<file path="config.mk">
export PLATFORM = sky130hd
export DESIGN_NAME = status_monitor
export DESIGN_NICKNAME = d
export VERILOG_FILES = /design/src/rtl/status_monitor_pkg.sv /design/src/rtl/bit_synchronizer.sv /design/src/rtl/status_monitor.sv
export SDC_FILE = /design/constraint.sdc
export NUM_CORES = 1
export LEC_CHECK = 0
export CORE_UTILIZATION = 50
export CTS_BUF_LIST = sky130_fd_sc_hd__clkbuf_4 sky130_fd_sc_hd__clkbuf_8
export DETAILED_ROUTE_END_ITERATION = 7
export GPL_ROUTABILITY_DRIVEN = 0
export PLACE_DENSITY = 0.76
export SYNTH_ARGS = -nofsm -noshare
export SYNTH_HDL_FRONTEND = slang
export SYNTH_SLANG_ARGS = --single-unit
export TNS_END_PERCENT = 5
</file>
<file path="constraint.sdc">
create_clock -name clk -period 6.1 [get_ports clk]
set_clock_uncertainty 0.2 [all_clocks]
set_input_delay 0.61 -clock clk [delete_from_list [all_inputs] [get_ports clk]]
set_output_delay 0.61 -clock clk [all_outputs]
set_load 0.05 [all_outputs]
</file>
<file path="src/rtl/status_monitor_pkg.sv">
// Shared types and constants for the status line monitor: FSM encoding,
// default parameter values and the saturation-limit helper.
package status_monitor_pkg;

    typedef enum logic [1:0] {
        StIdle    = 2'd0,
        StArm     = 2'd1,
        StMeasure = 2'd2,
        StStuck   = 2'd3
    } state_e;

    localparam int unsigned DefCntW       = 16;
    localparam int unsigned DefTimeout    = 1000;
    localparam int unsigned DefSyncStages = 2;

    // All-ones value of a counter of the given width, used as the saturation limit.
    function automatic logic [63:0] sat_max(input int unsigned width);
        logic [63:0] one;
        one = 64'd1;
        if (width >= 64) begin
            return '1;
        end
        return (one << width) - one;
    endfunction

endpackage

</file>
<file path="src/rtl/bit_synchronizer.sv">
// Multi-flop synchronizer for a single asynchronous bit; reset value is 0.
module bit_synchronizer #(
    parameter int unsigned STAGES = 2
) (
    input  logic clk,
    input  logic rst,
    input  logic d,
    output logic q
);

    // Fewer than two flops gives no metastability protection, so clamp upwards.
    localparam int unsigned N = (STAGES < 2) ? 2 : STAGES;

    logic [N-1:0] sync_q;
    logic [N-1:0] sync_d;

    always_comb begin
        sync_d = {sync_q[N-2:0], d};
    end

    always_ff @(posedge clk or posedge rst) begin
        if (rst) begin
            sync_q <= '0;
        end else begin
            sync_q <= sync_d;
        end
    end

    assign q = sync_q[N-1];

endmodule

</file>
<file path="src/rtl/status_monitor.sv">
// Measures the width of each stable level on an asynchronous status line and
// hands completed pulse records out through a single-entry valid/ready stage.
module status_monitor
    import status_monitor_pkg::*;
#(
    parameter int unsigned CNT_W       = DefCntW,
    parameter int unsigned TIMEOUT     = DefTimeout,
    parameter int unsigned SYNC_STAGES = DefSyncStages
) (
    input  logic             clk,
    input  logic             rst,
    input  logic             status_in,
    input  logic             enable,
    input  logic             clear,
    output logic             meas_valid,
    input  logic             meas_ready,
    output logic             meas_level,
    output logic [CNT_W-1:0] meas_width,
    output logic [CNT_W-1:0] edge_count,
    output logic             overrun,
    output logic             timeout
);

    localparam logic [CNT_W-1:0] CntMax     = CNT_W'(sat_max(CNT_W));
    localparam logic [CNT_W-1:0] CntOne     = CNT_W'(1);
    localparam logic [CNT_W-1:0] TimeoutVal = CNT_W'(TIMEOUT);
    localparam bit               TimeoutEn  = (TIMEOUT != 0);

    logic s;
    logic s_dly_q, s_dly_d;
    logic edge_det;

    state_e           state_q, state_d;
    logic [CNT_W-1:0] cnt_q, cnt_d;
    logic [CNT_W-1:0] cnt_inc;
    logic             rec_vld;

    logic             valid_q, valid_d;
    logic             level_q, level_d;
    logic [CNT_W-1:0] width_q, width_d;
    logic [CNT_W-1:0] edge_cnt_q, edge_cnt_d;
    logic             overrun_q, overrun_d;
    logic             timeout_q, timeout_d;
    logic             hs;

    bit_synchronizer #(
        .STAGES(SYNC_STAGES)
    ) u_sync (
        .clk(clk),
        .rst(rst),
        .d  (status_in),
        .q  (s)
    );

    assign edge_det = (s != s_dly_q);
    assign cnt_inc  = (cnt_q == CntMax) ? cnt_q : (cnt_q + CntOne);

    // FSM, width counter and timeout flag.
    always_comb begin
        s_dly_d   = s;
        state_d   = state_q;
        cnt_d     = cnt_q;
        rec_vld   = 1'b0;
        timeout_d = timeout_q;

        if (!enable) begin
            state_d   = StIdle;
            cnt_d     = '0;
            timeout_d = 1'b0;
        end else begin
            case (state_q)
                StIdle: begin
                    state_d = StArm;
                    cnt_d   = '0;
                end
                StArm: begin
                    // The level in progress when arming has an unknown start, so drop it.
                    if (edge_det) begin
                        state_d = StMeasure;
                        cnt_d   = CntOne;
                    end else begin
                        cnt_d = '0;
                    end
                end
                StMeasure: begin
                    if (edge_det) begin
                        cnt_d   = CntOne;
                        rec_vld = 1'b1;
                    end else begin
                        cnt_d = cnt_inc;
                        if (TimeoutEn && (cnt_q == TimeoutVal)) begin
                            state_d   = StStuck;
                            timeout_d = 1'b1;
                        end
                    end
                end
                StStuck: begin
                    if (edge_det) begin
                        state_d   = StMeasure;
                        cnt_d     = CntOne;
                        timeout_d = 1'b0;
                    end else begin
                        cnt_d = cnt_inc;
                    end
                end
                default: begin
                    state_d = StIdle;
                    cnt_d   = '0;
                end
            endcase
        end

        if (clear) begin
            timeout_d = 1'b0;
        end
    end

    // Edge counter and single-entry output stage.
    always_comb begin
        hs         = valid_q & meas_ready;
        valid_d    = valid_q;
        level_d    = level_q;
        width_d    = width_q;
        overrun_d  = overrun_q;
        edge_cnt_d = edge_cnt_q;

        if (clear) begin
            edge_cnt_d = '0;
        end else if (enable && (state_q != StIdle) && edge_det) begin
            edge_cnt_d = edge_cnt_q + CntOne;
        end

        if (rec_vld) begin
            if (!valid_q || hs) begin
                valid_d = 1'b1;
                level_d = s_dly_q;
                width_d = cnt_q;
            end else begin
                overrun_d = 1'b1;
            end
        end else if (hs) begin
            valid_d = 1'b0;
        end

        if (clear) begin
            overrun_d = 1'b0;
        end
    end

    always_ff @(posedge clk or posedge rst) begin
        if (rst) begin
            s_dly_q    <= 1'b0;
            state_q    <= StIdle;
            cnt_q      <= '0;
            valid_q    <= 1'b0;
            level_q    <= 1'b0;
            width_q    <= '0;
            edge_cnt_q <= '0;
            overrun_q  <= 1'b0;
            timeout_q  <= 1'b0;
        end else begin
            s_dly_q    <= s_dly_d;
            state_q    <= state_d;
            cnt_q      <= cnt_d;
            valid_q    <= valid_d;
            level_q    <= level_d;
            width_q    <= width_d;
            edge_cnt_q <= edge_cnt_d;
            overrun_q  <= overrun_d;
            timeout_q  <= timeout_d;
        end
    end

    assign meas_valid = valid_q;
    assign meas_level = level_q;
    assign meas_width = width_q;
    assign edge_count = edge_cnt_q;
    assign overrun    = overrun_q;
    assign timeout    = timeout_q;

endmodule

</file>
Yosys cells after proc, flatten, opt, wreduce, memory -nomap -nowiden. Index checks and enable logic that the tools add are counted.

Add/subtract/negate cells: 2. Eq/ne operators: 16. Mux-type cells: 27. Bitwise gates (word level): 1. Reduce and logical (&&, ||, !) cells: 16.

Operator list (number): 2-to-1 mux 16 bit (5); one-hot mux 16 bit (3 select lines) (1); adder 16 x 1 -> 16 bit (second input constant) (2); == test 16 x 10 -> 1 bit (second input constant) (1); == test 16 bit (second input constant) (1); inequality test 4 bit (second input constant) (4); 2-to-1 mux 1 bit (15); 2-to-1 mux 2 bit (4); nonzero test 2 bit (4); inequality test 3 bit (second input constant) (2); one-hot mux 2 bit (3 select lines) (1); AND reduction 2 bit (3); == test 2 bit (second input constant) (2); inequality test 4 x 1 -> 1 bit (second input constant) (1); AND reduction 4 bit (1); OR reduction 2 bit (2); inequality test 3 x 2 -> 1 bit (second input constant) (1); AND reduction 3 bit (1); == test 2 x 1 -> 1 bit (second input constant) (1); logical AND 1 bit (2); zero test 2 bit (1); inequality test 2 x 1 -> 1 bit (second input constant) (1); inequality test 2 bit (second input constant) (1); one-hot mux 1 bit (2 select lines) (1); 4 further kinds (4).

Flip-flop bits (word level): 57. Output and inout port bits: 36. Logic and storage cells: 72.

Longest topological paths before layout.
Word-level depth: 6. Mapped depth: 6. Depth with buffers taken out: 6.

Modules after synthesis. From an unflattened synthesis, not the netlist that was laid out.

Cell total of the unflattened synthesis: 261. Area, all modules: 2816.5 um^2.

By module, submodules not included: status_monitor (instances 1, cells an instance 258, area an instance 2762.6 um^2, seq. area each 1376.3 um^2); bit_synchronizer (instances 1, cells an instance 3, area an instance 53.8 um^2, seq. area each 50.0 um^2).

Worst setup path before layout. Ideal clock, no wire load.

Kind: flip-flop to flip-flop. From: register cnt_q[0]. To: register timeout_q, in the netlist timeout. Library setup time: 0.125 ns. Arrival time: 1.741 ns. Data required time: 5.775 ns. Path slack: 4.033 ns. Stages on the path, launching flop included: 7. Buffers on the path: 0. Period minus slack after synthesis: 2.067 ns. Cells stage by stage: dfrtp_1 -> inv_1 -> ha_1 -> or4b_1 -> nor4_1 -> a41oi_1 -> a2111oi_0.

Longest elaborated chain between the ends: 3.

Ends and longest elaborated chain: start: declaration (line status_monitor.sv:34) `logic [CNT_W-1:0] cnt_q, cnt_d;`; start signal: assignment (line status_monitor.sv:164) `cnt_q <= cnt_d;`; == test 16 x 10 -> 1 bit (line status_monitor.sv:91) `if (TimeoutEn && (cnt_q == TimeoutVal)) begin`; inequality test 4 bit (no line); AND reduction 4 bit (no line); end signal: assignment (line status_monitor.sv:170) `timeout_q <= timeout_d;`; end: declaration (line status_monitor.sv:43) `logic timeout_q, timeout_d;`.

No other way between the ends. A chain may end at the register's enable or synchronous reset.

Worst setup path in the final report.
From: register s_dly_q. To: register width_q[15], in the netlist meas_width[15].

Longest elaborated chain between the ends: 5.

Ends and longest elaborated chain: start: declaration (line status_monitor.sv:30) `logic s_dly_q, s_dly_d;`; start signal: assignment (line status_monitor.sv:162) `s_dly_q <= s_dly_d;`; inequality test 1 bit (line status_monitor.sv:55) `assign edge_det = (s != s_dly_q);`; 2-to-1 mux 1 bit (line status_monitor.sv:86) `if (edge_det) begin`; 2-to-1 mux 1 bit (line status_monitor.sv:71) `case (state_q)`; 2-to-1 mux 1 bit (line status_monitor.sv:66) `if (!enable) begin`; AND reduction 2 bit (no line); end signal: assignment (line status_monitor.sv:167) `width_q <= width_d;`; end: declaration (line status_monitor.sv:40) `logic [CNT_W-1:0] width_q, width_d;`.

No other way between the ends.

==> flow_summary.ini <==
[clock_network]
post-cts-setup-buffer-count = 0
clock_sinks = 57
numCtsBuffers = 9
clk_pin_slew_worst_paths_ns = 0.06
cts-htree-levels = 3
clk_latency_ns = 0.33
cts_hold_buf = 0
cts_tree = built
cts_resized = 0
clk_path_buf_depth = 2
root_buffer = clkbuf_8

[synthesis]
syn_avg_cell_area_um2 = 10.5
synth_top_family_by_area = simple AND/OR/NAND/NOR gates
yosys.area_share.adder = 0.0136
synth_compound_area_frac = 0.129
synth_mux_area_frac = 0.0948
synth_xor_area_frac = 0.0281
ys_warn_count = 0
synth-simple-area-share = 0.190
netlist_area_mm2 = 0.00276
synth_cell_types = 43
synth_flop_cell = dfrtp_1
synthArstFlopShare = 1.00
synthCells = 264
synth-edff-count = 0
yosys_register_bits = 57
seq_area_frac_synth = 0.517
syn_nets = 273

[global_routing]
met3_usage = 0.0551
busiest_layer = met2
met1_usage = 0.289
grt_max_degree = 58
track_usage = 0.216
overflow = 0
use_met2 = 0.333
grt_pass1_wl_um = 9870
grt_antenna_before_repair = 0
grt_pass1_vias = 2131

[die]
io_pins = 42
die_y_um = 76.3
core.rowCount = 26
dieWidth_um = 76.3
core_area_mm2 = 0.00520
initial_core_util = 0.530
die-area_mm2 = 0.00582

[drt]
drt_pass1_iterations = 6
avgViaCountPerCell = 5.73
totalWireLength_um = 5690
drc = 0
drtIter0Drc = 222
vias = 2200
postRouteAntennaNets = 0
drt-wirelength-per-cell_um = 14.8

[setup_path]
reg2reg_slack_ns = 3.36
reg2reg_depth = 4
r2r-end = meas_width[15]
crit_required_ns = 6.11
cp-start-kind = register
critPathCaptureType = register
reg2reg_from = s_dly_q
arrival_ns = 2.76
crit_fanout = 17
crit_type = register to register

[finish]
multi_input_area_mm2 = 0.00125
area_growth_syn_to_layout_pct = 23.5
fin_util = 0.655
n_antenna_cell = 0
most-common-layout-cells = 57 x dfrtp_1, 41 x clkdlybuf4s50_1, 27 x nand2_1
nets = 319
final_common_cell = dfrtp_1
final_layout_size_suffix_gt1_frac = 0.127
nFillCells = 440
regArea_mm2 = 0.00143

[hold_path]
whs_path_depth = 0
holdPathEnd = u_sync.sync_q[1]
holdCritPathClass = register to register
hp-start = u_sync.sync_q[0]

[placement]
dp_hpwl_um = 3950
io_buffers = 41

[sta]
setup_viol = 0
tightest_slew_ns = 0.831
slew_viol_final = 0
finalCritPeriodShare = 0.450
finalHoldViolCount = 0
finalCriticalPeriod_ns = 2.74
setup_tns_ns = 0
max-slew-margin-rel = 0.444
rsz0062_at_grt = false
fmax_mhz = 365

[power]
pwr_density_cell_mw_per_mm2 = 229
power.leakage_nw = 1.38
peakVddDrop_mv = 0.167

[status]
outcome = finished, final reports clean

[run]
drv_cap = 0
[layer usage]
layer  share of wire  routed length (µm)
met1            0.47                2660
met2            0.47                2680
met3           0.045                 257
met4           0.016                  91
met5               0                   0
[worst max-delay path by stage]
stage | from | to | slack (ns)
2_1_floorplan | rst | cnt_q[0] | 3.89
3_3_place_gp | enable | meas_level | 3.22
3_5_place_dp | enable | meas_width[12] | 3.21
4_1_cts | s_dly_q | meas_width[12] | 3.33
5_1_grt | s_dly_q | meas_width[11] | 3.15
6_report | s_dly_q | meas_width[15] | 3.36
[flip-flops by register name, indices dropped and copies added, names as in the netlist]
name	cells
cnt_q	16
edge_count	16
meas_level	1
meas_valid	1
meas_width	16
overrun	1
s_dly_q	1
state_q	2
timeout	1
u_sync.sync_q	2
[kinds of logic after synthesis]
| family | count (synthesis) |
|---|---|
| flops | 57 |
| mux | 24 |
| fa+ha+maj | 3 |
| compound gates | 56 |
| xor+xnor | 8 |
| buf+inv | 18 |
| simple gates | 98 |
[cell usage after synthesis, types with 2 or more instances]
master    number  share of area
dfrtp_1       57           0.52
nand2_1       27          0.037
a21oi_1       17          0.031
mux2_2        17          0.069
o21ai_0       15          0.027
or3_1         14          0.032
nor2_1        13          0.018
nand3_1       12          0.022
inv_1         10          0.014
mux2i_1        7          0.025
nor3_1         6          0.011
a21boi_0       5          0.014
nor4_1         5          0.011
clkbuf_1       4         0.0054
nand4_1        4         0.0091
xnor2_1        4          0.013
a311oi_1       3         0.0095
a31oi_1        3         0.0068
ha_1           3          0.014
xor2_1         3         0.0095
a2111o_1       2         0.0082
a211oi_1       2         0.0054
a41oi_1        2         0.0064
and2_1         2         0.0045
and3_1         2         0.0045
and4_1         2         0.0064
buf_2          2         0.0036
nor2b_1        2         0.0045
o21a_1         2         0.0054
o31ai_1        2         0.0054
or2_2          2         0.0045
or4_1          2         0.0054
[cell type report]
class | count | share of cell area
Sequential cell | 57 | 0.419
Timing Repair Buffer | 43 | 0.125
Tap cell | 70 | 0.0257
Multi-Input combinational cell | 189 | 0.368
Clock buffer | 15 | 0.0514
Inverter | 10 | 0.0110
[per-stage QoR]
step | cells | power (W) | hold WS, ns | setup slack [ns] | cell area [µm²]
finish | 384 | 0.000779 | 0.154 | 3.36 | 3410
global route | 384 | 0.000808 | 0.167 | 3.15 | 3410
CTS | 384 | 0.000787 | 0.155 | 3.33 | 3410
detailed placement | 369 | 0.000472 | 0.142 | 3.21 | 3230
global placement | 369 | 0.000471 | 0.139 | 3.22 | 3230
floorplan | 264 | 0.000449 | 0.131 | 3.89 | 2760
[where the power goes]
group	internal, W	switching, W	total [W]	leakage (nW)
registers	0.000387	0.00000887	0.000395	0.784
logic	0.0000232	0.0000466	0.0000698	0.503
clock network	0.000179	0.000134	0.000314	0.0949
total	0.000589	0.000190	0.000779	1.38
[worst max-delay path, cell delays in order, from the launching register on]
cell	delay, ns
dfrtp_1	0.42
xor2_2	0.58
nand3_1	0.26
nor3_4	0.74
mux2_2	0.41
Note: power is estimated with default switching activity, not from simulation.
==> RTL edit 1, RTL diff (same flow settings) <==
Re-encode `state_e` (4 states) as Gray code, 2 bits wide.
--- a/src/rtl/status_monitor_pkg.sv
+++ b/src/rtl/status_monitor_pkg.sv
@@ -5,6 +5,6 @@
     typedef enum logic [1:0] {
-        StIdle    = 2'd0,
-        StArm     = 2'd1,
-        StMeasure = 2'd2,
-        StStuck   = 2'd3
+        StIdle    = 2'b00,
+        StArm     = 2'b01,
+        StMeasure = 2'b11,
+        StStuck   = 2'b10
     } state_e;
Behaviour: same outputs for any inputs over 10 cycles, from zero or initial values and one cycle with rst high; not proved beyond that.
==> RTL edit 1 against the unedited design <==
- worst setup slack improved by 0.25 ns
- sequential cell count is the same
- critical path depth increased by 1
- wire length down 1.7%
- total power increased by 14%
- synthesized area up 2.4%
- sequential share of layout area fell by 0.98 points
- final area increased by 2.4%
- critical path type unchanged
- largest power group unchanged
- final cell count grew 0.52%
- synthesized cell count rose by 0.38%
==> RTL edit 1: results (changes against the unedited design) <==
Logic synthesis
  – Top cells by area in the synthesized netlist: sky130_fd_sc_hd__dfrtp_1 (51%), sky130_fd_sc_hd__mux2_2 (6.4%), sky130_fd_sc_hd__xnor2_1 (3.4%)
  – Xor/xnor share of the synthesized area: 5.85% (+3.0 points)
  – Synthesized netlist net count: 278 (+1.8%)
  – Mux share of post-synthesis cell area: 7.84% (-1.6 points)
  – Mean instance size in the synthesized netlist: 10.7 um^2 (+2.0%)
  – Number of distinct library cells after synthesis: 40 (-7.0%)
  – Register area share after synthesis: 50.5% (-1.2 points)
  – Top cells by count, synth: sky130_fd_sc_hd__dfrtp_1 (57), sky130_fd_sc_hd__nor2_1 (23), sky130_fd_sc_hd__a21oi_1 (19), sky130_fd_sc_hd__mux2_2 (16), sky130_fd_sc_hd__nand2_1 (16)
  – Area fraction in compound gates after synthesis: 9.22% (-3.7 points)
  – Adder-Cell Fraction of Synth Area: 3.10% (+1.7 points)

Place
  – Half-perimeter wire length after placement: 3820 um (-3.4%)
  – Instance area at placement: 0.00329 mm^2 (+1.7%)
  – Pre-CTS setup slack: 3.30 ns (+0.0926 ns)

Layout
  – Non-clock inverter count in the final layout: 9 (-1)
  – Area of combinational cells with multiple inputs: 0.00132 mm^2 (+5.4%)
  – Seq/total area: 40.9% (-0.98 points)
  – Buffers, non-clock: 42 (-2.3%)
  – Number of multi-input logic gates: 192 (+1.6%)
  – Filler cells: 426 (-3.2%)
  – Clock buffer and inverter area fraction after layout: 5.74% (+0.60 points)
  – Proportion of final cell area spent on non-clock buffers: 12.0% (-0.51 points)

Route
  – Total wire length: 5590 um (-1.7%)
  – Initial detailed-routing violation count: 69 (-69%)
  – Average vias per placed instance: 5.67 (-1.1%)

Worst setup path
  – Worst flop-to-flop path endpoint: cnt_q[9]
  – Reg2reg setup slack: 3.61 ns (+0.25 ns)
  – CP arrival: 2.55 ns (-0.21 ns)
  – Critical-path maximum fanout: 14 (-3)
  – Number of cells on the worst reg-to-reg path: 5 (+1)

Power and ir drop
  – Ratio of total power to cell area: 254 mW/mm^2 (+11%)
  – Part of the total power dissipated in sequential elements: 45.5% (-5.3 points)
  – Leakage: 1.44 nW (+4.1%)
  – Sw Share: 26.7% (+2.3 points)

STA
  – Hold_ws: 0.147 ns (-0.00659 ns)
  – Relative slew margins: 53.7% (+9.3 points)

Global routing
  – Via count of the first global-routing pass: 2069 (-2.9%)
  – Global-route wire length before repair: 9630 um (-2.4%)
  – Total routing usage reported by global routing: 21.1% (-0.52 points)

Outcome
  – Run status: finished, final reports clean
RTL edit 1: changes by cell type in the layout (fill, tap and decap cells not counted), moves of 5 or more:
cell,delta
sky130_fd_sc_hd__nand2_1,-11
sky130_fd_sc_hd__nor2_1,+10
sky130_fd_sc_hd__xnor2_1,+7
sky130_fd_sc_hd__a21boi_0,-5
sky130_fd_sc_hd__nand2b_1,+5
sky130_fd_sc_hd__o31ai_1,+5
RTL edit 1: metal layers:
layer	up-vias	global-route usage (%)	wire, um
li1	1039	-	-
met1	1089	25.4	2470
met2	50	34.5	2810
met3	9	6.90	239
met4	0	8.68	74
met5	-	0	0
RTL edit 1: how the worst max path moves through the flow:
stage                          to  slack (ns)  cells after the start
global placement    edge_count[7]        3.36                      6
finish                   cnt_q[9]        3.61                      5
floorplan                cnt_q[0]        3.89                      1
CTS                      cnt_q[3]        3.58                      5
global route             cnt_q[9]        3.41                      5
detailed placement       cnt_q[3]        3.30                      5
==> RTL edit 2, RTL diff (same settings) <==
Made on the original files. `DefCntW`: 16 -> 17.
--- a/src/rtl/status_monitor_pkg.sv
+++ b/src/rtl/status_monitor_pkg.sv
@@ -11,3 +11,3 @@
 
-    localparam int unsigned DefCntW       = 16;
+    localparam int unsigned DefCntW       = 17;
     localparam int unsigned DefTimeout    = 1000;
Ports: changed (resized edge_count and meas_width); port bits go from 42 to 44. The function was not compared with the original's and may differ.
==> RTL edit 2 against the unedited design <==
- wire length shrank 0.97%
- final area increased by 1.9%
- synthesized area rose by 0.32%
- critical path depth up 4
- total power increased by 10%
- first-iteration DRC count fell by 55%
- sequential cell count increased by 3
- worst setup slack worse by 0.061 ns
- critical endpoint is now cnt_q[14]
==> RTL edit 2: results (changes against the unedited design) <==
Worst setup path
  – Critical path's largest stage delay: 0.60 ns (-0.14 ns)
  – Reg2reg setup slack: 3.30 ns (-0.06 ns)
  – Critical path origin: cnt_q[7]
  – CP arrival: 2.86 ns (+0.10 ns)
  – Number of cells on the worst reg-to-reg path: 8 (+4)
  – Worst-path cell with the longest stage delay: sky130_fd_sc_hd__or4b_2
  – Worst flop-to-flop path endpoint: cnt_q[14]
  – Endpoint of the most critical setup path: cnt_q[14]
  – Critical-path maximum fanout: 8 (-9)
  – Launch instance of the worst register-to-register path: cnt_q[7]

Global routing
  – Global-route wire length before repair: 9750 um (-1.2%)
  – M2 GR Usage: 30.6% (-2.7 points)
  – Met3 GRT Util: 6.23% (+0.72 points)
  – Maximum number of pins on one net before global-route repair: 61 (+5.2%)
  – GRT met1 Usage: 31.0% (+2.1 points)
  – Total routing usage reported by global routing: 21.7% (+0.12 points)
  – Via count of the first global-routing pass: 1961 (-8.0%)

STA
  – Relative slew margins: 49.8% (+5.4 points)
  – F_max: 357 MHz (-2.2%)

Logic synthesis
  – Mux share of post-synthesis cell area: 8.45% (-1.0 points)
  – Xor/xnor share of the synthesized area: 5.38% (+2.6 points)
  – Top cells by area in the synthesized netlist: sky130_fd_sc_hd__dfrtp_1 (54%), sky130_fd_sc_hd__mux2_2 (7.7%), sky130_fd_sc_hd__xnor2_1 (4.1%)
  – Adder-Cell Fraction of Synth Area: 1.81% (+0.45 points)
  – Synthesized netlist net count: 267 (-2.2%)
  – Area fraction in compound gates after synthesis: 8.91% (-4.0 points)
  – Number of distinct library cells after synthesis: 40 (-7.0%)
  – Top cells by count, synth: sky130_fd_sc_hd__dfrtp_1 (60), sky130_fd_sc_hd__nor2_1 (22), sky130_fd_sc_hd__mux2_2 (19), sky130_fd_sc_hd__nand2_1 (17), sky130_fd_sc_hd__a21oi_1 (16)

Layout
  – Number of antenna cells inserted: 0 (unchanged)
  – Ratio of cells with drive above 1 in the final layout: 12.7% (-0.077 points)
  – Post-layout nets: 313 (-1.9%)

Power and ir drop
  – Comb pwr share: 8.2% (-0.8 points)
  – Int Power: 651 uW (+11%)
  – Worst vdd rail ir drop: 0.000183 V (+9.2%)
  – Leakage: 1.43 nW (+3.5%)

Route
  – Total wire length: 5640 um (-0.97%)
  – Initial detailed-routing violation count: 101 (-55%)
  – Routed length on met2: 2620 um (-2.3%)
  – Routed met3 length: 212 um (-18%)
  – Via count of the routed design: 2096 (-4.7%)
  – Number of optimization iterations in the first detailed-route pass: 4 (-2)
  – Met1 Routed Length: 2730 um (+2.7%)

Outcome
  – Run status: finished, final reports clean

Place
  – Instance area at placement: 0.00326 mm^2 (+0.85%)
  – Count of port buffers added during placement: 43 (+4.9%)
  – Half-perimeter wire length after placement: 3730 um (-5.7%)
  – Pre-CTS setup slack: 3.14 ns (-0.0738 ns)

Clocking
  – Clock-pin slew of the registers on the worst-case setup and hold paths: 0.06 ns (about the same)

Hold path
  – Endpoint with the worst hold slack: u_sync.sync_q[1]
[RTL edit 2: cell types whose count changed after synthesis, sizes merged, moves of 3 or more]
cell    before  now
nand3       12    7
nor3         7    2
nand2       27   17
mux2i        7    2
and3         2    6
xnor2        4   13
a21boi       5    0
dfrtp       57   60
nor2        13   22
nor4b        1    4
nand2b       0    3
clkbuf       4    7
[RTL edit 2: area by class of cell]
cell class,count,area (um^2)
Timing Repair Buffer,45,445
Sequential cell,60,1500
Inverter,9,33.8
Tap cell,70,87.6
Fill cell,413,1730
Clock buffer,13,166
Clock inverter,3,45.0
Multi-Input combinational cell,178,1190
[RTL edit 2: per-stage QoR]
stage | power [mW] | hold slack [ns] | std cells | utilization [%]
after floorplan | 0.469 | 0.131 | 257 | -
after global placement | 0.493 | 0.136 | 362 | 62.6
after detailed placement | 0.494 | 0.153 | 362 | 62.6
after CTS | 0.868 | 0.172 | 378 | 66.7
after global routing | 0.892 | 0.171 | 378 | 66.7
final | 0.858 | 0.164 | 378 | 66.7
